$ cat src/rtl/fetch_unit_pkg.sv
// Shared fetch-stage definitions: FSM state encoding and the halt opcode.
// The decoder imports the same opcode so both ends agree on what stops a core.
package fetch_unit_pkg;

  // 3-bit binary state encoding; codes 5..7 are unused and recover to IDLE.
  typedef enum logic [2:0] {
    StIdle    = 3'd0,
    StIssue   = 3'd1,
    StCapture = 3'd2,
    StPresent = 3'd3,
    StHalt    = 3'd4
  } fetch_state_e;

  localparam int unsigned DefInsWidth  = 9;
  localparam int unsigned DefAddrWidth = 8;

  // Instruction word that stops fetching; it never reaches the decoder via ir_out.
  localparam logic [DefInsWidth-1:0] HaltOpcode = 9'h1FF;

endpackage

$ cat src/rtl/fetch_unit_pc_counter.sv
// Program counter register: async reset, load of an absolute address, modulo increment.
module pc_counter
  import fetch_unit_pkg::*;
#(
  parameter int unsigned            WIDTH   = DefAddrWidth,
  parameter logic [WIDTH-1:0]       RST_VAL = '0
) (
  input  logic             clk,
  input  logic             rst_n,
  input  logic             load,
  input  logic [WIDTH-1:0] load_val,
  input  logic             inc,
  output logic [WIDTH-1:0] pc
);

  logic [WIDTH-1:0] pc_d, pc_q;

  // Load wins over increment; increment wraps silently at 2**WIDTH.
  always_comb begin
    pc_d = pc_q;
    if (load) begin
      pc_d = load_val;
    end else if (inc) begin
      pc_d = pc_q + WIDTH'(1);
    end
  end

  // PC state register.
  always_ff @(posedge clk or negedge rst_n) begin
    if (!rst_n) begin
      pc_q <= RST_VAL;
    end else begin
      pc_q <= pc_d;
    end
  end

  assign pc = pc_q;

endmodule

$ cat src/rtl/fetch_unit.sv
// Instruction fetch stage: owns the PC, drives ins_mem, captures the registered
// instruction word into the IR and presents it to the decoder over valid/ready.
module fetch_unit
  import fetch_unit_pkg::*;
#(
  parameter int unsigned                ADDR_WIDTH  = DefAddrWidth,
  parameter int unsigned                INS_WIDTH   = DefInsWidth,
  parameter logic [ADDR_WIDTH-1:0]      START_ADDR  = '0,
  parameter logic [INS_WIDTH-1:0]       HALT_OPCODE = INS_WIDTH'(HaltOpcode)
) (
  input  logic                  clk,
  input  logic                  rst_n,
  input  logic                  start,
  output logic [ADDR_WIDTH-1:0] pc_addr,
  output logic                  mem_rEn,
  input  logic [INS_WIDTH-1:0]  mem_ins,
  output logic [INS_WIDTH-1:0]  ir_out,
  output logic [ADDR_WIDTH-1:0] ir_pc,
  output logic                  ir_valid,
  input  logic                  ir_ready,
  input  logic                  jump_en,
  input  logic [ADDR_WIDTH-1:0] jump_addr,
  output logic                  halted
);

  fetch_state_e state_q, state_d;

  logic [INS_WIDTH-1:0]  ir_out_q, ir_out_d;
  logic [ADDR_WIDTH-1:0] ir_pc_q, ir_pc_d;

  logic                  pc_load;
  logic [ADDR_WIDTH-1:0] pc_load_val;
  logic                  pc_inc;
  logic [ADDR_WIDTH-1:0] pc;

  pc_counter #(
    .WIDTH   (ADDR_WIDTH),
    .RST_VAL (START_ADDR)
  ) u_pc_counter (
    .clk      (clk),
    .rst_n    (rst_n),
    .load     (pc_load),
    .load_val (pc_load_val),
    .inc      (pc_inc),
    .pc       (pc)
  );

  // Next-state, IR capture and PC control.
  always_comb begin
    state_d     = state_q;
    ir_out_d    = ir_out_q;
    ir_pc_d     = ir_pc_q;
    pc_load     = 1'b0;
    pc_load_val = START_ADDR;
    pc_inc      = 1'b0;

    case (state_q)
      StIdle: begin
        if (start) begin
          pc_load = 1'b1;
          state_d = StIssue;
        end
      end
      StIssue: begin
        state_d = StCapture;
      end
      StCapture: begin
        if (mem_ins == HALT_OPCODE) begin
          state_d = StHalt;
        end else begin
          ir_out_d = mem_ins;
          ir_pc_d  = pc;
          state_d  = StPresent;
        end
      end
      StPresent: begin
        // ir_valid is high throughout PRESENT, so ir_ready alone completes the handshake.
        if (ir_ready) begin
          if (jump_en) begin
            pc_load     = 1'b1;
            pc_load_val = jump_addr;
          end else begin
            pc_inc = 1'b1;
          end
          state_d = StIssue;
        end
      end
      StHalt: begin
        if (start) begin
          pc_load = 1'b1;
          state_d = StIssue;
        end
      end
      default: begin
        state_d = StIdle;
      end
    endcase
  end

  // FSM and instruction register state.
  always_ff @(posedge clk or negedge rst_n) begin
    if (!rst_n) begin
      state_q  <= StIdle;
      ir_out_q <= '0;
      ir_pc_q  <= '0;
    end else begin
      state_q  <= state_d;
      ir_out_q <= ir_out_d;
      ir_pc_q  <= ir_pc_d;
    end
  end

  // Outputs decoded from registered state, so they are glitch-free and reset-clean.
  always_comb begin
    pc_addr  = pc;
    mem_rEn  = (state_q == StIssue);
    ir_valid = (state_q == StPresent);
    halted   = (state_q == StHalt);
    ir_out   = ir_out_q;
    ir_pc    = ir_pc_q;
  end

endmodule
$ cat config.mk
export PLATFORM = sky130hd
export DESIGN_NAME = fetch_unit
export DESIGN_NICKNAME = d
export VERILOG_FILES = /design/src/rtl/fetch_unit_pkg.sv /design/src/rtl/fetch_unit_pc_counter.sv /design/src/rtl/fetch_unit.sv
export SDC_FILE = /design/constraint.sdc
export NUM_CORES = 1
export LEC_CHECK = 0
export ABC_AREA = 0
export CELL_PAD_IN_SITES_DETAIL_PLACEMENT = 1
export CELL_PAD_IN_SITES_GLOBAL_PLACEMENT = 1
export CORE_ASPECT_RATIO = 2
export CORE_MARGIN = 1
export CORE_UTILIZATION = 33
export DETAILED_ROUTE_END_ITERATION = 12
export GPL_TIMING_DRIVEN = 0
export HOLD_SLACK_MARGIN = 0.08
export PLACE_DENSITY_LB_ADDON = 0.1
export SETUP_SLACK_MARGIN = 0.15
export SLEW_MARGIN = 5
export SYNTH_ARGS = -nofsm -noshare
export SYNTH_HDL_FRONTEND = slang
export SYNTH_HIERARCHICAL = 1
export SYNTH_SLANG_ARGS = --single-unit
$ cat constraint.sdc
create_clock -name clk -period 2.2 [get_ports clk]
set_clock_uncertainty 0.2 [all_clocks]
set_input_delay 0.55 -clock clk [delete_from_list [all_inputs] [get_ports clk]]
set_output_delay 0.55 -clock clk [all_outputs]
set_load 0.03 [all_outputs]
# Yosys cells after proc, flatten, opt, wreduce, memory -nomap -nowiden
# Cells that the tools add are included.
[op_classes] addsub=1 eq_ne=7 n_mux=16 bitwise_logic=1 n_reduce_logical=5
[op_table] cell="2-to-1 mux 8 bit" count=5
[op_table] cell="one-hot mux 3 bit (4 select lines)" count=1
[op_table] cell="equality test 9 bit, second input constant" count=1
[op_table] cell="2-to-1 mux 3 bit" count=3
[op_table] cell="adder 8 x 1 -> 8 bit, second input constant" count=1
[op_table] cell="equality test 3 x 2 -> 1 bit, second input constant" count=2
[op_table] cell="2-to-1 mux 1 bit" count=6
[op_table] cell="inequality test 2 x 1 -> 1 bit, second input constant" count=2
[op_table] cell="AND reduction 2 bit" count=2
[op_table] cell="equality test 3 x 1 -> 1 bit, second input constant" count=1
[op_table] cell="equality test 3 bit, second input constant" count=1
[op_table] cell="zero test 3 bit" count=1
[op_table] cell="one-hot mux 1 bit (2 select lines)" count=1
[op_table] cell="nonzero test 2 bit" count=1
[op_table] cell="OR reduction 2 bit" count=1
[op_table] cell="NOT 1 bit" count=1
[word_totals] reg_bits=28 wordCells=34

# Longest topological paths before layout
[logic_depth] ltp_word=5 mapped_depth=7 ltp_nobuf=6

# Hierarchy
# Netlist, hierarchy kept.
[by_module_without_submodules] module="fetch_unit" instances=1 cells_per_inst=86 area_per_inst_um2=943.4 seq_area_each_um2=500.5
[by_module_without_submodules] module="pc_counter" instances=1 cells_per_inst=49 area_per_inst_um2=450.4 seq_area_each_um2=200.2

# Worst setup path after synthesis
# Ideal clock, no wire load.
[synth_timing] path_type="register to register" start="register state_q[1]" end="register u_pc_counter.pc_q[5] (netlist: u_pc_counter/pc[5])" arrival_ps=1882 t_required_ps=1931 slack_ps=49 stages_incl_launch_ff=8 period_less_slack_ps=2151 cell_sequence="dfrtp_1 nor2b_1 and2_1 and3b_1 buf_4 nand4_4 or4_1 nand3_1"
[synth_rtl] item="from (decl)" line_no="fetch_unit.sv:26" source="fetch_state_e state_q, state_d;"
[synth_rtl] item="from (signal assigned)" line_no="fetch_unit.sv:103" source="state_q <= StIdle;"
[synth_rtl] item="from (signal assigned)" line_no="fetch_unit.sv:107" source="state_q <= state_d;"
[synth_rtl] item="equality test 3 x 2 -> 1 bit"
[synth_rtl] item="named net ir_valid" line_no="fetch_unit.sv:19" source="output logic ir_valid,"
[synth_rtl] item="2-to-1 mux 1 bit" line_no="fetch_unit.sv:57" source="case (state_q)"
[synth_rtl] item="named net pc_inc" line_no="fetch_unit.sv:33" source="logic pc_inc;"
[synth_rtl] item="nonzero test 2 bit (no source line)"
[synth_rtl] item="to (signal assigned)" line_no="fetch_unit_pc_counter.sv:33" source="pc_q <= pc_d;"
[synth_rtl] item="to (decl)" line_no="fetch_unit_pc_counter.sv:16" source="logic [WIDTH-1:0] pc_d, pc_q;"
# The timed path passes the listed nets, and every way through them passes these cells.
# A chain may end at the register's enable or synchronous reset.

# Final worst setup path
[layout_timing] start="input jump_en" end="register u_pc_counter.pc_q[6] (netlist: u_pc_counter/pc[6])"
[layout_via] elab_chain_cells=4
[layout_rtl] item="from (decl)" line_no="fetch_unit.sv:21" source="input logic jump_en,"
[layout_rtl] item="2-to-1 mux 1 bit" line_no="fetch_unit.sv:79" source="if (jump_en) begin"
[layout_rtl] item="2-to-1 mux 1 bit" line_no="fetch_unit.sv:78" source="if (ir_ready) begin"
[layout_rtl] item="2-to-1 mux 1 bit" line_no="fetch_unit.sv:57"
[layout_rtl] item="named net pc_inc" line_no="fetch_unit.sv:33"
[layout_rtl] item="nonzero test 2 bit (no source line)"
# The timed path passes the listed nets, and every way through them passes these cells.

==> qor.csv <==
metric,value,unit
Synth Area per Inst,10.32,sq um
Final Worst Setup Slack,0.1982,ns
TNS Setup,0,ns
CTS tree,done,
YS warnings,6,
Lkg Pwr,0.001031,uW
RD Place Congestion,0.8007,
Sink Count,28,
DRC errors left,0,
Final nets,219,
outcome,"finished, final reports clean",
Layout area overhead,47.94,%
slew at the pin with the worst max-slew slack,0.6366,ns
htree depth,1,
Top delay family on crit path,simple AND/OR/NAND/NOR gates,
Hold Path Class,primary input to async pin,
Cells after Synth,135,
vias in the first global route,1297,
Routed wire per std cell,15.34,um
Die Y,93.91,um
largest net degree at the start of global routing,29,
fin crit share,90.99,%
sequential fraction of the synthesis area,50.27,%
VDD IR max,0.6361,mV
ordered cell list for the critical path,clkdlybuf4s50_1 > and3b_1 > buf_6 > nand3_1 > or4_1 > nand3_1,
I/O pins,50,
drt pass-1 iters,3,
Synth cell types,32,
crit path max fanout,5,
die width,47.96,um
pins over their slew limit,0,
Max Clock Freq,499.6,MHz
first-pass GRT wire length,6058,um
Power Dens Cells,1315,nW/um^2
final hold violation count,0,
Synthesized Nets,158,
R2R Setup Slk,0.23,ns
final worst path period need,2.002,ns
Worst Path Required,2.22,ns
vias per inst,5.020,
"flops & latches, synth",28,
CP Launch Type,primary input,
unrepaired setup endpoints after global routing,yes,
"commonest non-fill, non-tap cell in the layout",dlygate4sd2_1,
total routed wirelength,3789,um
initial antenna violation count,0,
CTS Buf Count,3,
Mapped Area,1394,sq um
total global-route track usage,19.12,%
Starting Density,34.10,%
die area,4503,sq um
worst-skew pair later-pin latency,0.28,ns
DP Worst Slack,-0.6285,ns
WP buf/inv,2,
"commonest non-fill, non-tap cells in the layout","dlygate4sd2_1, dfrtp_1, nand2_1, nor2_1, clkdlybuf4s50_1",
normalized max-slew margin,57.56,%
fill count,470,
max_cap viols,0,
reg2reg path depth,7,
endpoint type of the worst setup path,register,
WS Path Type,primary input to register,
1st-iter DRT viols,8,
core area,4088,sq um
DR vias,1240,
synth top area cells,"dfrtp_1, mux2_1, nand2_1",
row count,33,
crit path max-delay cell type,or4_1,
CP peak stage delay,0.48,ns
ANT cells,0,
final setup fails,0,
root buf cell,clkbuf_8,
clk buf depth,2,
Crit path top cell by count,nand3_1,
Worst Path Arrival,2.02,ns
reg2reg end,u_pc_counter/pc[6],
Final ANT Viol Nets,0,
total grt overflow,0,
buffers added on ports,49,
post-synth top area cell,dfrtp_1,
clock-pin slew on the worst setup and hold paths,0.10,ns
ratio of cells with drive above 1 in the final layout,17.95,%
top-area cell type share of the netlist area,50.27,%
worst r2r src,state_q[2],
dpl hpwl,2971,um
-- where the power goes --
group          internal (uW)  total (uW)  leakage [uW]  switching [uW]
logic                    572        1400      0.000641             825
clock network            244         410     0.0000357             166
registers                720         905      0.000354             185
-- area by class of cell --
class                   count  area, sq um  share of cell area (%)
inverters                   5        18.77                  0.9102
clock inverters             1        30.03                   1.456
repair buffers             56        489.2                   23.73
well taps                  52        65.06                   3.155
multi-input cells          97        674.4                   32.71
flip-flops and latches     28        703.2                   34.10
plain buffers               5        40.04                   1.942
clock buffers               3        41.29                   2.002
-- cells by family after synthesis --
kind of cell               after synthesis  synth area share (%)
adders and majority gates                1                0.8975
and+or+nand+nor                         62                 24.33
muxes                                   13                 10.41
DFF                                     28                 50.27
buffers and inverters                   10                 3.321
AOI/OAI and AO/OA                       17                 8.258
xor gates and xnor gates                 4                 2.514
-- Yosys cell counts (all sizes together) --
library cell and instances:
xnor2 1, nor4 1, mux2 12, nor2b 4, nor3b 1, clkbuf 2, or3b 1, or4 4
nand4 4, nor3 1, o31ai 1, o21ai 10, a21oi 2, buf 3, nand3 7, ha 1
nand2 16, a311oi 2, and3b 1, nand2b 1, xor2 3, dfrtp 28, and2 9, o41ai 1
mux2i 1, nor2 12, a21o 1, inv 5
-- what timing repair did --
| action | 4_1_cts | 5_1_grt |
|---|---|---|
| cloned | 1 | 0 |
| hold buffers | 0 | 0 |
| setup endpoints to repair | 51 | 10 |
| resized for setup | 61 | 7 |
| setup buffers | 4 | 2 |
| pin swaps | 5 | 0 |
-- registers in the layout (all words and copies together), names as in the netlist --
signal	cells
ir_pc	8
u_pc_counter/pc	8
ir_out	9
state_q	3
-- worst max-delay path by stage --
stage | from | end | depth (start not counted) | slack [ns]
after detailed placement | mem_ins[7] | ir_pc[5] | 5 | -0.63
final | jump_en | u_pc_counter/pc[6] | 6 | 0.20
after global placement | mem_ins[6] | ir_out[1] | 5 | -0.63
after global routing | state_q[2] | u_pc_counter/pc[5] | 7 | 0.14
after floorplan | state_q[1] | u_pc_counter/pc[5] | 7 | 0.15
after CTS | rst_n | state_q[1] | 1 | 0.10
-- through the flow --
| step | area, sq um | utilization, % | cells | total power, uW | hold slack (ns) |
|---|---|---|---|---|---|
| floorplan | 1395 | - | 135 | 1746 | 0.05441 |
| CTS | 2031 | 49.68 | 245 | 2713 | 0.3033 |
| global route | 2062 | 50.44 | 247 | 2897 | 0.1210 |
| detailed placement | 1951 | 47.72 | 236 | 2376 | 0.2850 |
| finish | 2062 | 50.44 | 247 | 2712 | 0.07607 |
| global placement | 1951 | 47.72 | 236 | 2325 | 0.2747 |
-- layer usage --
layer / GRT usage [%] / share of wire [%] / up-vias
met5: 0 / 0 / -
met4: 6.944 / 1.3 / 0
met3: 2.115 / 3.4 / 4
met2: 36.26 / 61 / 30
met1: 19.26 / 34 / 619
li1: - / - / 587
No activity file was read; power rests on OpenSTA's default activity.
